## config.mk

```make
export PLATFORM = sky130hd
export DESIGN_NAME = shot_collider
export DESIGN_NICKNAME = d
export VERILOG_FILES = /design/src/rtl/shot_collider.sv
export SDC_FILE = /design/constraint.sdc
export NUM_CORES = 1
export LEC_CHECK = 0
export ABC_AREA = 1
export CAP_MARGIN = 20
export CORE_MARGIN = 2
export CORE_UTILIZATION = 52
export CTS_CLUSTER_DIAMETER = 60
export DETAILED_ROUTE_END_ITERATION = 10
export GPL_TIMING_DRIVEN = 0
export PLACE_DENSITY = 0.82
export SYNTH_ARGS = -nofsm -noshare
export SYNTH_HDL_FRONTEND = slang
export SYNTH_SLANG_ARGS = --single-unit
```

## constraint.sdc

```tcl
create_clock -name clk -period 4.95 [get_ports clk]
set_clock_uncertainty 0.05 [all_clocks]
set_input_delay 0.99 -clock clk [delete_from_list [all_inputs] [get_ports clk]]
set_output_delay 0.99 -clock clk [all_outputs]
set_load 0.01 [all_outputs]
```

## src/rtl/shot_collider.sv

```systemverilog
// Player shot owner: launch, climb per tick, then a serial one-alien-per-clk
// collision scan that reports the lowest-index live alien overlapped.
module shot_collider #(
    parameter int COLS       = 8,
    parameter int ROWS       = 4,
    parameter int WIDTH      = 10,
    parameter int SPACING    = 10,
    parameter int START_Y    = 460,
    parameter int SHOT_SPEED = 4,
    parameter int N          = COLS * ROWS,
    parameter int IW         = $clog2(N)
) (
    input  logic          clk,
    input  logic          rst_n,
    input  logic          tick,
    input  logic          fire_req,
    input  logic [9:0]    player_x,
    input  logic [N-1:0]  alien_alive,
    input  logic [9:0]    grid_x_off,
    input  logic [9:0]    grid_y_off,
    output logic          shot_active,
    output logic [9:0]    shot_x,
    output logic [9:0]    shot_y,
    output logic          hit,
    output logic [IW-1:0] hit_idx,
    output logic          miss
);

    localparam int CW   = (COLS > 1) ? $clog2(COLS) : 1;
    localparam int RW   = (ROWS > 1) ? $clog2(ROWS) : 1;
    localparam int STEP = WIDTH + SPACING;

    typedef enum logic [2:0] {
        S_IDLE,
        S_FLY,
        S_SCAN,
        S_HIT,
        S_MISS
    } state_t;

    state_t        state, state_nx;
    logic [IW-1:0] idx;
    logic [CW-1:0] col;
    logic [RW-1:0] row;
    logic [10:0]   ax, ay, sx, sy;
    logic          overlap;
    logic          strike;
    logic          last;

    // Row/col tracked alongside idx so bounds need no divider
    always_comb begin
        ax = {1'b0, grid_x_off} + 11'(col) * 11'(STEP);
        ay = {1'b0, grid_y_off} + 11'(row) * 11'(STEP);
        sx = {1'b0, shot_x};
        sy = {1'b0, shot_y};
        overlap = (sx >= ax) && (sx <= ax + 11'(WIDTH - 1)) &&
                  (sy >= ay) && (sy <= ay + 11'(WIDTH - 1));
        strike = alien_alive[idx] && overlap;
        last   = (idx == IW'(N - 1));
    end

    always_comb begin
        state_nx = state;
        case (state)
            S_IDLE: if (fire_req) state_nx = S_FLY;
            S_FLY: begin
                if (tick) begin
                    if (shot_y < 10'(SHOT_SPEED)) state_nx = S_MISS;
                    else                          state_nx = S_SCAN;
                end
            end
            S_SCAN: begin
                if (strike)    state_nx = S_HIT;
                else if (last) state_nx = S_FLY;
            end
            S_HIT:   state_nx = S_IDLE;
            S_MISS:  state_nx = S_IDLE;
            default: state_nx = S_IDLE;
        endcase
    end

    always_ff @(posedge clk or negedge rst_n) begin
        if (!rst_n) begin
            state       <= S_IDLE;
            idx         <= '0;
            col         <= '0;
            row         <= '0;
            shot_active <= 1'b0;
            shot_x      <= '0;
            shot_y      <= '0;
            hit_idx     <= '0;
        end else begin
            state <= state_nx;
            case (state)
                S_IDLE: begin
                    if (fire_req) begin
                        shot_active <= 1'b1;
                        shot_x      <= player_x;
                        shot_y      <= 10'(START_Y);
                    end
                end
                S_FLY: begin
                    if (tick) begin
                        if (shot_y < 10'(SHOT_SPEED)) begin
                            shot_active <= 1'b0;
                        end else begin
                            shot_y <= shot_y - 10'(SHOT_SPEED);
                            idx    <= '0;
                            col    <= '0;
                            row    <= '0;
                        end
                    end
                end
                S_SCAN: begin
                    if (strike) begin
                        hit_idx     <= idx;
                        shot_active <= 1'b0;
                    end else if (!last) begin
                        idx <= idx + 1'b1;
                        if (col == CW'(COLS - 1)) begin
                            col <= '0;
                            row <= row + 1'b1;
                        end else begin
                            col <= col + 1'b1;
                        end
                    end
                end
                default: ;
            endcase
        end
    end

    assign hit  = (state == S_HIT);
    assign miss = (state == S_MISS);

endmodule
```

==> results of run 1 <==
## worst reg2reg max path, cell delays in order (launching register included)
cell and delay, ns:
dfrtp_1 0.46, ha_1 0.24, ha_1 0.18, ha_1 0.27, ha_1 0.34, nand2_1 0.08, inv_1 0.06, nand3_1 0.12
nand3_1 0.09, nand2_1 0.09, nand2_1 0.12, nor4_1 0.27, xor2_1 0.12, ha_1 0.32, nand4_1 0.09, nor2_1 0.09
nand2_1 0.08, nand3_1 0.11, nand2_2 0.07, nor2_4 0.11, nand3_4 0.11, buf_6 0.17, nand4_1 0.08, nand2_1 0.06
## area by class of cell
type | count | area share [%]
multi-input cells | 469 | 53.5
flip-flops and latches | 37 | 17.4
repair buffers | 91 | 17.1
inverters | 75 | 5.30
well taps | 102 | 2.40
plain buffers | 13 | 2.12
clock buffers | 5 | 1.30
clock inverters | 3 | 0.872
## metal layers
layer,part of all wire (%),routed length [microns]
met2,51,5340
met5,0,0
met1,43,4470
met4,2.3,237
met3,3.5,362
## cells by family (layout without fill, tap and decap cells)
| family | count (synthesis) | count (layout) | synth area share (%) |
|---|---|---|---|
| buffers and inverters | 88 | 187 | 9.48 |
| and+or+nand+nor | 336 | 336 | 37.9 |
| DFF | 37 | 37 | 22.3 |
| other | 1 | 2 | 0.0902 |
| xor gates and xnor gates | 22 | 22 | 4.63 |
| adders and majority gates | 60 | 60 | 18.4 |
| AOI/OAI and AO/OA | 49 | 49 | 7.25 |
## stage by stage
step                setup slack (ns)  hold WS (ns)
floorplan                       1.12         0.451
global placement               0.283         0.417
detailed placement             0.225         0.426
CTS                            0.497         0.448
global route                   0.162         0.470
finish                         0.514         0.447
## worst max path at each step
stage	slack, ns	cells past startpoint	from	to
floorplan	1.12	23	grid_x_off[2]	hit_idx[1]$_DFFE_PN0P_
detailed placement	0.23	24	grid_x_off[2]	idx[1]$_DFFE_PN0P_
global placement	0.28	24	grid_x_off[2]	idx[0]$_DFFE_PN0P_
global route	0.16	24	grid_x_off[2]	idx[4]$_DFFE_PN0P_
CTS	0.50	24	grid_x_off[2]	idx[0]$_DFFE_PN0P_
finish	0.51	24	grid_x_off[2]	idx[3]$_DFFE_PN0P_
## cell usage in the layout (no fill, tap or decap), types with 16 or more instances in the layout
cell type and n:
ha_1 58, nor2_1 35, a21oi_1 20, nand2_1 184, nand4_1 20, nand2_2 16
nand3_1 48, clkdlybuf4s50_1 90, inv_1 64, dfrtp_1 37
## state kept, by name (all words and copies together), names as in the netlist
register	cells
idx	5
shot_active	1
shot_x	10
state	3
shot_y	8
col	3
row	2
hit_idx	5
## power by group through the flow
stage | logic (mW) | registers (mW) | clock network, mW
global placement | 1.51 | 0.514 | 0
global route | 1.81 | 0.525 | 0.285
CTS | 1.60 | 0.511 | 0.270
finish | 1.60 | 0.512 | 0.267
detailed placement | 1.58 | 0.516 | 0
floorplan | 1.09 | 0.515 | 0
==> flow_metrics.py, run 1 <==
metrics = {
    "power": {
        "p_comb_share_pct": 67.2,
        "clkPwrFrac_pct": 11.2,
        "p_leak_nw": 2.68,
        "p_seq_share_pct": 21.6,
        "p_switching_mw": 1.15,
        "p_per_area_nw_per_um2": 447,
        "p_total_mw": 2.37,
        "intPower_mw": 1.23,
        "swShare_pct": 48.4,
        "vdd_drop_max_v": 0.000320,
    },
    "setup_path": {
        "critPathTopFamily": "simple AND/OR/NAND/NOR gates",
        "rrSetupSlack_ns": 1.06,
        "r2r_start": "col[0]$_DFFE_PN0P_",
        "crit_required_ns": 5.09,
        "ff2ff_path_depth": 23,
        "critical_path_class": "in -> reg",
        "end_kind": "register",
        "path_max_fanout": 10,
        "worst-path-buf-inv": 4,
        "crit_top_cell": "nand2_1",
        "slowest_delay_ns": 0.57,
        "start_kind": "input pin",
        "cp_cell_sequence": "clkdlybuf4s50_1 -> ha_1 -> inv_1 -> fa_1 -> a21boi_0 -> nor2_1 -> nand3_4 -> nand2_1 -> ha_1 -> nand2_1 -> inv_1 -> a21oi_1 -> nand2_1 -> nand2_1 -> nand2_1 -> nand2_1 -> nand2_1 -> nand3_1 -> nand2_2 -> nor2_4 -> nand3_4 -> buf_6 -> nand4_1 -> nand2_1",
        "r2r_end": "idx[3]$_DFFE_PN0P_",
        "worst_ep_arrival_time_ns": 4.57,
        "cpMaxStageDelayCell": "fa_1",
    },
    "global_route": {
        "use_met3_pct": 2.26,
        "grt_remaining_overflow": 0,
        "top_usage_layer": "met2",
        "grt_pass1_vias": 4000,
        "grt_max_degree": 38,
        "use_met1_pct": 30.1,
        "antenna_found_initial": 0,
        "met2_usage_pct": 43.9,
        "grtUsageTotal_pct": 24.2,
        "grt_pass1_wl_microns": 17300,
    },
    "clock_tree": {
        "root_buffer": "clkbuf_8",
        "clock_latency_ns": 0.29,
        "clk_pin_slew_ns": 0.08,
        "cts_tree": "done",
        "htree_levels": 2,
        "cts_buffer_depth": 2,
        "cts_made_buffers": 5,
        "cts.sinks": 37,
        "ctsResizeCount": 0,
        "cts_setup_buffers": 0,
        "cts_hold_buf": 0,
    },
    "detailed_routing": {
        "wl_microns": 10400,
        "num_vias": 4237,
        "drc": 0,
        "dr.pass1.iters": 4,
        "final_antenna_net_count": 0,
        "drtIter0Drc": 160,
        "wire_per_inst_microns": 13.1,
        "via_per_inst": 5.33,
    },
    "yosys": {
        "synthArstFlopShare_pct": 100,
        "synth_top_area_share_pct": 22.3,
        "synth_cell_type_count": 44,
        "yosysMostFrequentCell": "nand2_1",
        "ys_seq_area_share_pct": 22.3,
        "synthTopCellsByCount": "nand2_1 (184), inv_1 (64), ha_1 (58), nand3_1 (48), dfrtp_1 (37)",
        "synth_cells": 593,
        "synthTopCellsByArea": "dfrtp_1 (22%), ha_1 (17%), nand2_1 (17%)",
        "yosys_warnings": 0,
        "avgSynthCellArea_sq_um": 7.01,
        "synth-seq-cells": 37,
        "yosys_most_used_dff": "dfrtp_1",
        "yosys.area.top_type": "dfrtp_1",
        "synth-edff-count": 0,
        "syn_area_sq_um": 4160,
    },
    "cells_and_area": {
        "ff_latch_area_sq_um": 926,
        "fillers": 654,
        "multiInputGateArea_sq_um": 2840,
        "final_cells": 795,
        "drive_gt1_share_pct": 9.81,
        "syn_to_final_growth_pct": 27.7,
        "nets": 818,
        "final_area_sq_um": 5310,
        "antennaDiodeCount": 0,
        "fin_util_pct": 68.7,
    },
    "timing": {
        "rsz0062_at_grt": "false",
        "slew_headroom_pct": 43.6,
        "fmax_mhz": 225,
        "fin_crit_ns": 4.44,
        "hold_viol_final": 0,
        "setup_viol": 0,
        "finalCritPeriodShare_pct": 89.6,
        "worst_slew_pin_slew_ns": 0.847,
        "slew_viol_final": 0,
        "fin_setup_tns_ns": 0,
    },
    "place": {
        "port-buffer-count": 91,
        "gp_congestion": 0.900,
        "hpwlAfterDp_microns": 8710,
        "dp_cells": 787,
        "placed_cell_area_sq_um": 5200,
    },
    "die": {
        "io_pins": 94,
        "die_h_microns": 93.4,
        "dieArea_sq_um": 8730,
        "die_x_microns": 93.4,
        "initial_utilization_pct": 53.8,
        "rows": 32,
        "core_sq_um": 7730,
    },
    "worst_hold_path": {
        "min_from": "hit_idx[1]$_DFFE_PN0P_",
        "whs_path_depth": 2,
        "hold_path_end": "hit_idx[1]$_DFFE_PN0P_",
        "hold_class": "reg -> reg",
    },
    "run_status": {
        "outcome": "finished clean",
    },
    "run": {
        "maxCapViolations": 0,
    },
}
No activity file was read; power rests on OpenSTA's default activity.
==> run 2, diff against run 1 <==
--- a/config.mk
+++ b/config.mk
@@ -8,11 +8,11 @@
 export ABC_AREA = 1
 export CAP_MARGIN = 20
 export CORE_MARGIN = 2
-export CORE_UTILIZATION = 52
+export CORE_UTILIZATION = 56
 export CTS_CLUSTER_DIAMETER = 60
 export DETAILED_ROUTE_END_ITERATION = 10
 export GPL_TIMING_DRIVEN = 0
-export PLACE_DENSITY = 0.82
+export PLACE_DENSITY = 0.88
 export SYNTH_ARGS = -nofsm -noshare
 export SYNTH_HDL_FRONTEND = slang
 export SYNTH_SLANG_ARGS = --single-unit
==> constraint.sdc (replaced) <==
create_clock -name clk -period 5.7 [get_ports clk]
set_clock_uncertainty 0.05 [all_clocks]
set_input_delay 1.14 -clock clk [delete_from_list [all_inputs] [get_ports clk]]
set_output_delay 1.14 -clock clk [all_outputs]
set_load 0.01 [all_outputs]
==> flow_metrics.py, run 2 (synthesized netlist as in run 1, its figures left out) <==
metrics = {
    "run_status": {
        "outcome": "finished clean",
    },
    "global_route": {
        "grt_remaining_overflow": 0,
        "grt_max_degree": 38,
        "grt_pass1_wl_microns": 17400,
        "grt_pass1_vias": 4007,
        "antenna_found_initial": 0,
        "grtUsageTotal_pct": 25.5,
    },
    "timing": {
        "fmax_mhz": 214,
        "finalCritPeriodShare_pct": 81.8,
        "hold_viol_final": 0,
        "fin_setup_tns_ns": 0,
        "slew_viol_final": 0,
        "worst_slew_pin_slew_ns": 0.837,
        "rsz0062_at_grt": "false",
        "setup_viol": 0,
        "slew_headroom_pct": 44.2,
        "fin_crit_ns": 4.66,
        "fin_ws_ns": 1.04,
    },
    "detailed_routing": {
        "final_antenna_net_count": 0,
        "num_vias": 4216,
        "wl_microns": 10200,
        "drc": 0,
        "drtIter0Drc": 197,
        "wire_per_inst_microns": 12.9,
        "via_per_inst": 5.32,
        "dr.pass1.iters": 5,
    },
    "cells_and_area": {
        "final_cell_mix": "nand2_1 (184), clkdlybuf4s50_1 (90), inv_1 (64)",
        "antennaDiodeCount": 0,
        "final_common_cell": "nand2_1",
        "nets": 818,
        "fin_util_pct": 73.8,
        "syn_to_final_growth_pct": 28.1,
        "drive_gt1_share_pct": 9.81,
        "fillers": 572,
        "top_regs": "shot_x x10, shot_y x8",
        "largest-register": "shot_x",
        "final_area_sq_um": 5330,
        "largest_reg_flops": 10,
    },
    "setup_path": {
        "end_kind": "register",
        "crit_required_ns": 5.84,
        "critical_path_class": "in -> reg",
        "ff2ff_path_depth": 22,
        "start_kind": "input pin",
        "path_max_fanout": 10,
        "worst_ep_arrival_time_ns": 4.80,
    },
    "power": {
        "vdd_drop_max_v": 0.000307,
        "p_per_area_nw_per_um2": 395,
        "p_total_mw": 2.10,
        "p_leak_nw": 2.69,
    },
    "die": {
        "initial_utilization_pct": 57.6,
        "die_h_microns": 90.2,
        "core_sq_um": 7210,
        "rows": 31,
        "dieArea_sq_um": 8130,
        "io_pins": 94,
        "die_x_microns": 90.2,
    },
    "clock_tree": {
        "cts_hold_buf": 0,
        "clock_latency_ns": 0.30,
        "ctsResizeCount": 0,
        "cts_setup_buffers": 0,
        "root_buffer": "clkbuf_8",
        "cts_tree": "done",
        "cts.sinks": 37,
        "clk_pin_slew_ns": 0.07,
        "htree_levels": 2,
        "cts_made_buffers": 5,
        "cts_buffer_depth": 2,
    },
    "place": {
        "port-buffer-count": 91,
        "placed_cell_area_sq_um": 5190,
        "hpwlAfterDp_microns": 8440,
        "gp_congestion": 0.930,
        "place_ws_ns": 0.796,
    },
    "run": {
        "maxCapViolations": 0,
    },
    "worst_hold_path": {
        "whs_path_depth": 2,
        "hold_class": "reg -> reg",
    },
}
-- run 2: area by class of cell --
type / instances / area, sq um / share of cell area [%]
tap: 99 / 124 / 2.33
sequential: 37 / 926 / 17.4
multi-input combinational: 469 / 2840 / 53.4
inverter: 75 / 282 / 5.29
buffer: 13 / 113 / 2.11
timing repair buffer: 91 / 906 / 17.0
clock inverter: 3 / 65.1 / 1.22
clock buffer: 5 / 68.8 / 1.29
-- run 2: per-layer routing --
| layer | global-route usage (%) | part of all wire (%) | vias up |
|---|---|---|---|
| met3 | 4.11 | 3.9 | 16 |
| li1 | - | - | 2123 |
| met1 | 32.0 | 44 | 1967 |
| met2 | 44.7 | 51 | 110 |
| met5 | 0 | 0 | - |
| met4 | 8.33 | 1.8 | 0 |
-- run 2: worst paths after layout --
| path | startpoint | slack, ns | end |
|---|---|---|---|
| worst max-delay path | grid_x_off[2] | 1.04 | col[0]$_DFFE_PN0P_ |
| worst min-delay path | hit_idx[1]$_DFFE_PN0P_ | 0.45 | hit_idx[1]$_DFFE_PN0P_ |
| worst max register to register | col[0]$_DFFE_PN0P_ | 1.71 | col[0]$_DFFE_PN0P_ |
| worst min register to register | hit_idx[1]$_DFFE_PN0P_ | 0.45 | hit_idx[1]$_DFFE_PN0P_ |
| max in group asynchronous | rst_n | 4.18 | hit_idx[2]$_DFFE_PN0P_ |
| min in group asynchronous | rst_n | 0.88 | shot_y[7]$_DFFE_PN0P_ |
-- run 2: report_power, final --
group          switching [mW]  internal [mW]  leakage (nW)
logic                   0.792          0.592          2.15
clock network           0.103          0.174        0.0681
registers               0.104          0.339         0.472
total                   0.999           1.11          2.69
-- run 2: stage by stage --
step / hold WS, ns / instances
global placement: 0.415 / 784
detailed placement: 0.430 / 784
CTS: 0.451 / 792
global route: 0.481 / 792
finish: 0.447 / 792
floorplan: 0.451 / 594
-- run 2: critical path: stages --
cell	delay [ns]
clkdlybuf4s50_1	0.47
ha_1	0.20
inv_1	0.07
fa_1	0.58
a21boi_0	0.37
nor2_1	0.17
nand3_4	0.13
nand2_1	0.06
ha_1	0.28
nand2_1	0.09
inv_1	0.04
a21oi_1	0.19
nand2_1	0.08
nand2_1	0.07
nand2_1	0.05
nand2_1	0.05
nand2_1	0.05
nand3_1	0.10
nand2_2	0.07
nor2_4	0.11
nand3_4	0.12
buf_6	0.17
nand4_1	0.09
nand2_1	0.07
==> RTL change 1 (flow settings as in run 1) <==
Change the parameter `COLS` from 8 to 4.
--- a/src/rtl/shot_collider.sv
+++ b/src/rtl/shot_collider.sv
@@ -2,5 +2,5 @@
 // collision scan that reports the lowest-index live alien overlapped.
 module shot_collider #(
-    parameter int COLS       = 8,
+    parameter int COLS       = 4,
     parameter int ROWS       = 4,
     parameter int WIDTH      = 10,
Ports: changed (resized alien_alive and hit_idx); port bits go from 94 to 77. No check against the original RTL was run, so the function may have changed too.
==> RTL change 1 against run 1 <==
Combinational power shrank 6%; setup slack gained 200 ps; final cell count fell by 7.4%; power shrank 6.5%; area after synthesis decreased by 10%; global-route usage is 0.89 points lower; worst hold slack lost 6.1 ps; routed wire length shrank 14%; synthesized cell count fell by 5.9%; design area down 12%; count of clock-buffer cells in the layout rose by 2; die area down 9.8%; sequential cell count down 3.
==> RTL change 1: results (changes against run 1) <==
** Pwr
- Proportion of total power due to net switching :: 0.498 (+0.0141)
- Peak supply drop :: 0.249 mV (-22%)
- Standby leakage power :: 2.46 nW (-8.3%)

** Global routing
- The first-pass GRT wire length was 14.8 mm (-14%).
- The pin count of the biggest net entering global routing came to 35 (-7.9%).
- Met1 Resource Use GR :: 0.286 (-0.0142)
- Global Route Usage Sum :: 0.233 (-0.00895)
- The met3 track demand over resource is 0.0336 (+0.0110).
- The number of global-route vias before repair is 3605 (-9.9%).

** Setup path
- Arrival time of data at the critical path endpoint :: 4370 ps (-200 ps)
- Crit-path max FO :: 9 (-1)
- The worst-case register-to-register setup slack came to 1380 ps (+320 ps).
- The number of cells on the worst reg-to-reg path came to 22 (-4.3%).
- Following the worst setup path forward leads to its endpoint at idx[1].

** STA
- Slew at the pin closest to its max-slew limit :: 789 ps (-58.0 ps)
- The minimum setup slack in the final design came to 710 ps (+196 ps).
- The final hold slack is 441 ps (-6.09 ps).

** Finish
- The final standard cell count with taps included and fillers excluded came to 736 (-7.4%).
- The number of fillers in the final layout was 592 (-9.5%).
- The layout cell share with drive strength beyond 1 came to 0.0609 (-0.0372).

** Synthesis
- Synth Area in Compound Gates :: 0.0610 (-0.0115)
- Sorting the synthesized cells by how often they occur yields 185 x nand2_1, 77 x inv_1, 51 x ha_1.
- Xor and xnor fraction of the mapped netlist area :: 0.0510 (+0.00463)
- The cell count after synthesis came to 558 (-5.9%).

** Detailed routing
- Drt wl/cell :: 12.2 microns (-7.1%)
- Number of optimization iterations in the first detailed-route pass :: 5 (+1)
- Length of routed met2 wiring :: 4.32 mm (-19%)

** Outcome
- Outcome :: finished clean

** Placed design
- The placed cell count is 728 (-7.5%).
- The detailed-placement wirelength estimate came to 7.31 mm (-16%).
## RTL change 1: final cells by class
| class | count | area [sq um] | share of cell area |
|---|---|---|---|
| clock buffer | 7 | 86.3 | 0.0185 |
| inverter | 84 | 315 | 0.0675 |
| tap | 96 | 120 | 0.0257 |
| timing repair buffer | 73 | 726 | 0.155 |
| clock inverter | 1 | 5.00 | 0.00107 |
| multi-input combinational | 435 | 2530 | 0.542 |
| sequential | 34 | 851 | 0.182 |
| buffer | 6 | 38.8 | 0.00830 |
## RTL change 1: power by group through the flow
| stage | combinational (mW) | clock, mW | sequential [mW] |
|---|---|---|---|
| final | 1.51 | 0.221 | 0.490 |
| after global routing | 1.73 | 0.232 | 0.503 |
| after CTS | 1.51 | 0.224 | 0.489 |
| after detailed placement | 1.50 | 0 | 0.493 |
| after global placement | 1.42 | 0 | 0.487 |
| after floorplan | 1.05 | 0 | 0.485 |
==> RTL change 2 (settings of run 1) <==
Without the edit above. Encoding of `state_t`: now one-hot (5 bits for 5 states).
--- a/src/rtl/shot_collider.sv
+++ b/src/rtl/shot_collider.sv
@@ -31,10 +31,10 @@
     localparam int STEP = WIDTH + SPACING;
 
-    typedef enum logic [2:0] {
-        S_IDLE,
-        S_FLY,
-        S_SCAN,
-        S_HIT,
-        S_MISS
+    typedef enum logic [4:0] {
+        S_IDLE = 5'b00001,
+        S_FLY  = 5'b00010,
+        S_SCAN = 5'b00100,
+        S_HIT  = 5'b01000,
+        S_MISS = 5'b10000
     } state_t;
 
Function: same outputs for any inputs over 4 cycles, from zero or initial values and one cycle with rst_n low; so few cycles prove little.
==> RTL change 2 against run 1 <==
Routed wire length up 6.0%; sequential cell count up 2; die area up 0.89%; area after synthesis up 0.93%; design area up 1.1%; combinational power down 16%; power down 8.6%; critical path type unchanged; core utilization up 0.37 points; worst hold slack worse by 6.2 ps; sequential power down 2%; count of clock-buffer cells in the layout up 1; setup slack better by 38 ps; first-iteration DRC count up 1.3%.
==> RTL change 2: results (changes against run 1) <==
** Setup path
- The most critical setup path has its startpoint at grid_y_off[2].
- In this run the critical register-to-register path is launched from row[0].
- The worst-path maximum fanout was 10 (unchanged).
- Worst reg2reg path depth :: 19 (-17%)
- The worst-case register-to-register setup slack was 1170 ps (+110 ps).
- In this run the worst setup path terminates at col[2].

** Pwr
- The switching share of total power was 0.460 (-0.0237).
- Standby leakage power :: 2.82 nW (+5.2%)
- Peak supply drop :: 0.333 mV (+4.1%)

** Global routing
- The global router's overall resource usage is 0.253 (+0.0110).
- Pin count of the biggest net entering global routing :: 40 (+5.3%)
- The met1 track utilization from global routing came to 0.323 (+0.0228).
- Met3 usage in global routing :: 0.0249 (+0.00232)
- Wire length of the first global-routing pass :: 18.0 mm (+4.0%)
- Antenna violations before repair :: 0 (unchanged)

** Detailed routing
- Number of optimization iterations in the first detailed-route pass :: 5 (+1)
- Length of routed met2 wiring :: 5.69 mm (+6.6%)
- The overall via count from detail_route came to 4255 (+0.42%).
- Met3 Routed Length :: 351 microns (-3.0%)
- Drt wl/cell :: 13.7 microns (+4.8%)
- The wire length the detailed router placed on met1 came to 4.80 mm (+7.4%).
- 1st-iter DRT viols :: 162 (+1.3%)

** STA
- The final hold slack is 441 ps (-6.25 ps).
- The post-route clock period utilization came to 0.889 (-0.00760).
- Tightest slew margin relative to the limit :: 0.396 (-0.0400)

** Synthesis
- Sorting the synthesized cells by how often they occur yields 202 x nand2_1, 69 x inv_1, 59 x ha_1.
- The part of the Yosys area used for sequential elements came to 0.233 (+0.0102).
- Post-synthesis cell count :: 602 (+1.5%)

** CTS
- Clock Pin Slew Worst Setup and Hold Paths :: 80 ps (about the same)

** Finish
- Layout cell share with drive strength beyond 1 :: 0.0812 (-0.0169)
- Post-Layout Cell Count :: 804 (+1.1%)
- The number of fillers in the final layout came to 662 (+1.2%).
- Nets :: 828 (+1.2%)
- The area growth from synthesis to layout is 27.9%.

** Placed design
- Pre-CTS setup slack :: 274 ps (+48.6 ps)
- The area after detailed placement was 5240 sq um (+0.75%).
- Final Wtd Congestion :: 0.877 (-2.5%)

** Min path
- Hold Crit Start :: hit_idx[0]
- Hold EP :: hit_idx[0]

** Outcome
- Outcome :: finished clean
-- RTL change 2: cell types whose count changed after synthesis, sizes merged, moves of 4 or more --
cell and delta:
a21oi +8, nand2 +7, nand3 -4, nand3b +7, o21a -4
-- RTL change 2: worst max-delay path, cell delays in order --
cell and delay [ps]:
clkdlybuf4s50_1 400, ha_1 230, fa_1 440, nand3_1 130, nand2_1 90, nand2_1 80
nand2_1 150, nor3_1 350, nand3_1 170, xor2_1 190, ha_1 310, nand3_1 100
nor2_1 50, a21oi_1 160, nand2_2 130, nand3_4 150, nand3_2 110, buf_6 160
nand3_1 60, nand2_1 60
-- RTL change 2: kinds of logic (layout without fill, tap and decap cells) --
family | Yosys count | after routing | synth area share
simple gates | 344 | 344 | 0.374
buf+inv | 86 | 185 | 0.0921
fa+ha+maj | 61 | 61 | 0.185
compound gates | 51 | 51 | 0.0709
flops | 39 | 39 | 0.233
xor+xnor | 20 | 20 | 0.0435
other cells | 1 | 2 | 0.000893
-- RTL change 2: final cells by class --
| class | count | area share |
|---|---|---|
| sequential | 39 | 0.182 |
| tap | 102 | 0.0238 |
| buffer | 12 | 0.0203 |
| timing repair buffer | 91 | 0.169 |
| clock buffer | 6 | 0.0135 |
| inverter | 74 | 0.0517 |
| clock inverter | 2 | 0.0112 |
| multi-input combinational | 478 | 0.529 |
-- RTL change 2: power groups by stage --
stage | registers, mW | clock network (mW) | logic [mW]
5_1_grt | 0.513 | 0.338 | 1.52
3_5_place_dp | 0.507 | 0 | 1.33
3_3_place_gp | 0.502 | 0 | 1.26
6_report | 0.503 | 0.321 | 1.34
2_1_floorplan | 0.505 | 0 | 0.897
4_1_cts | 0.502 | 0.323 | 1.34
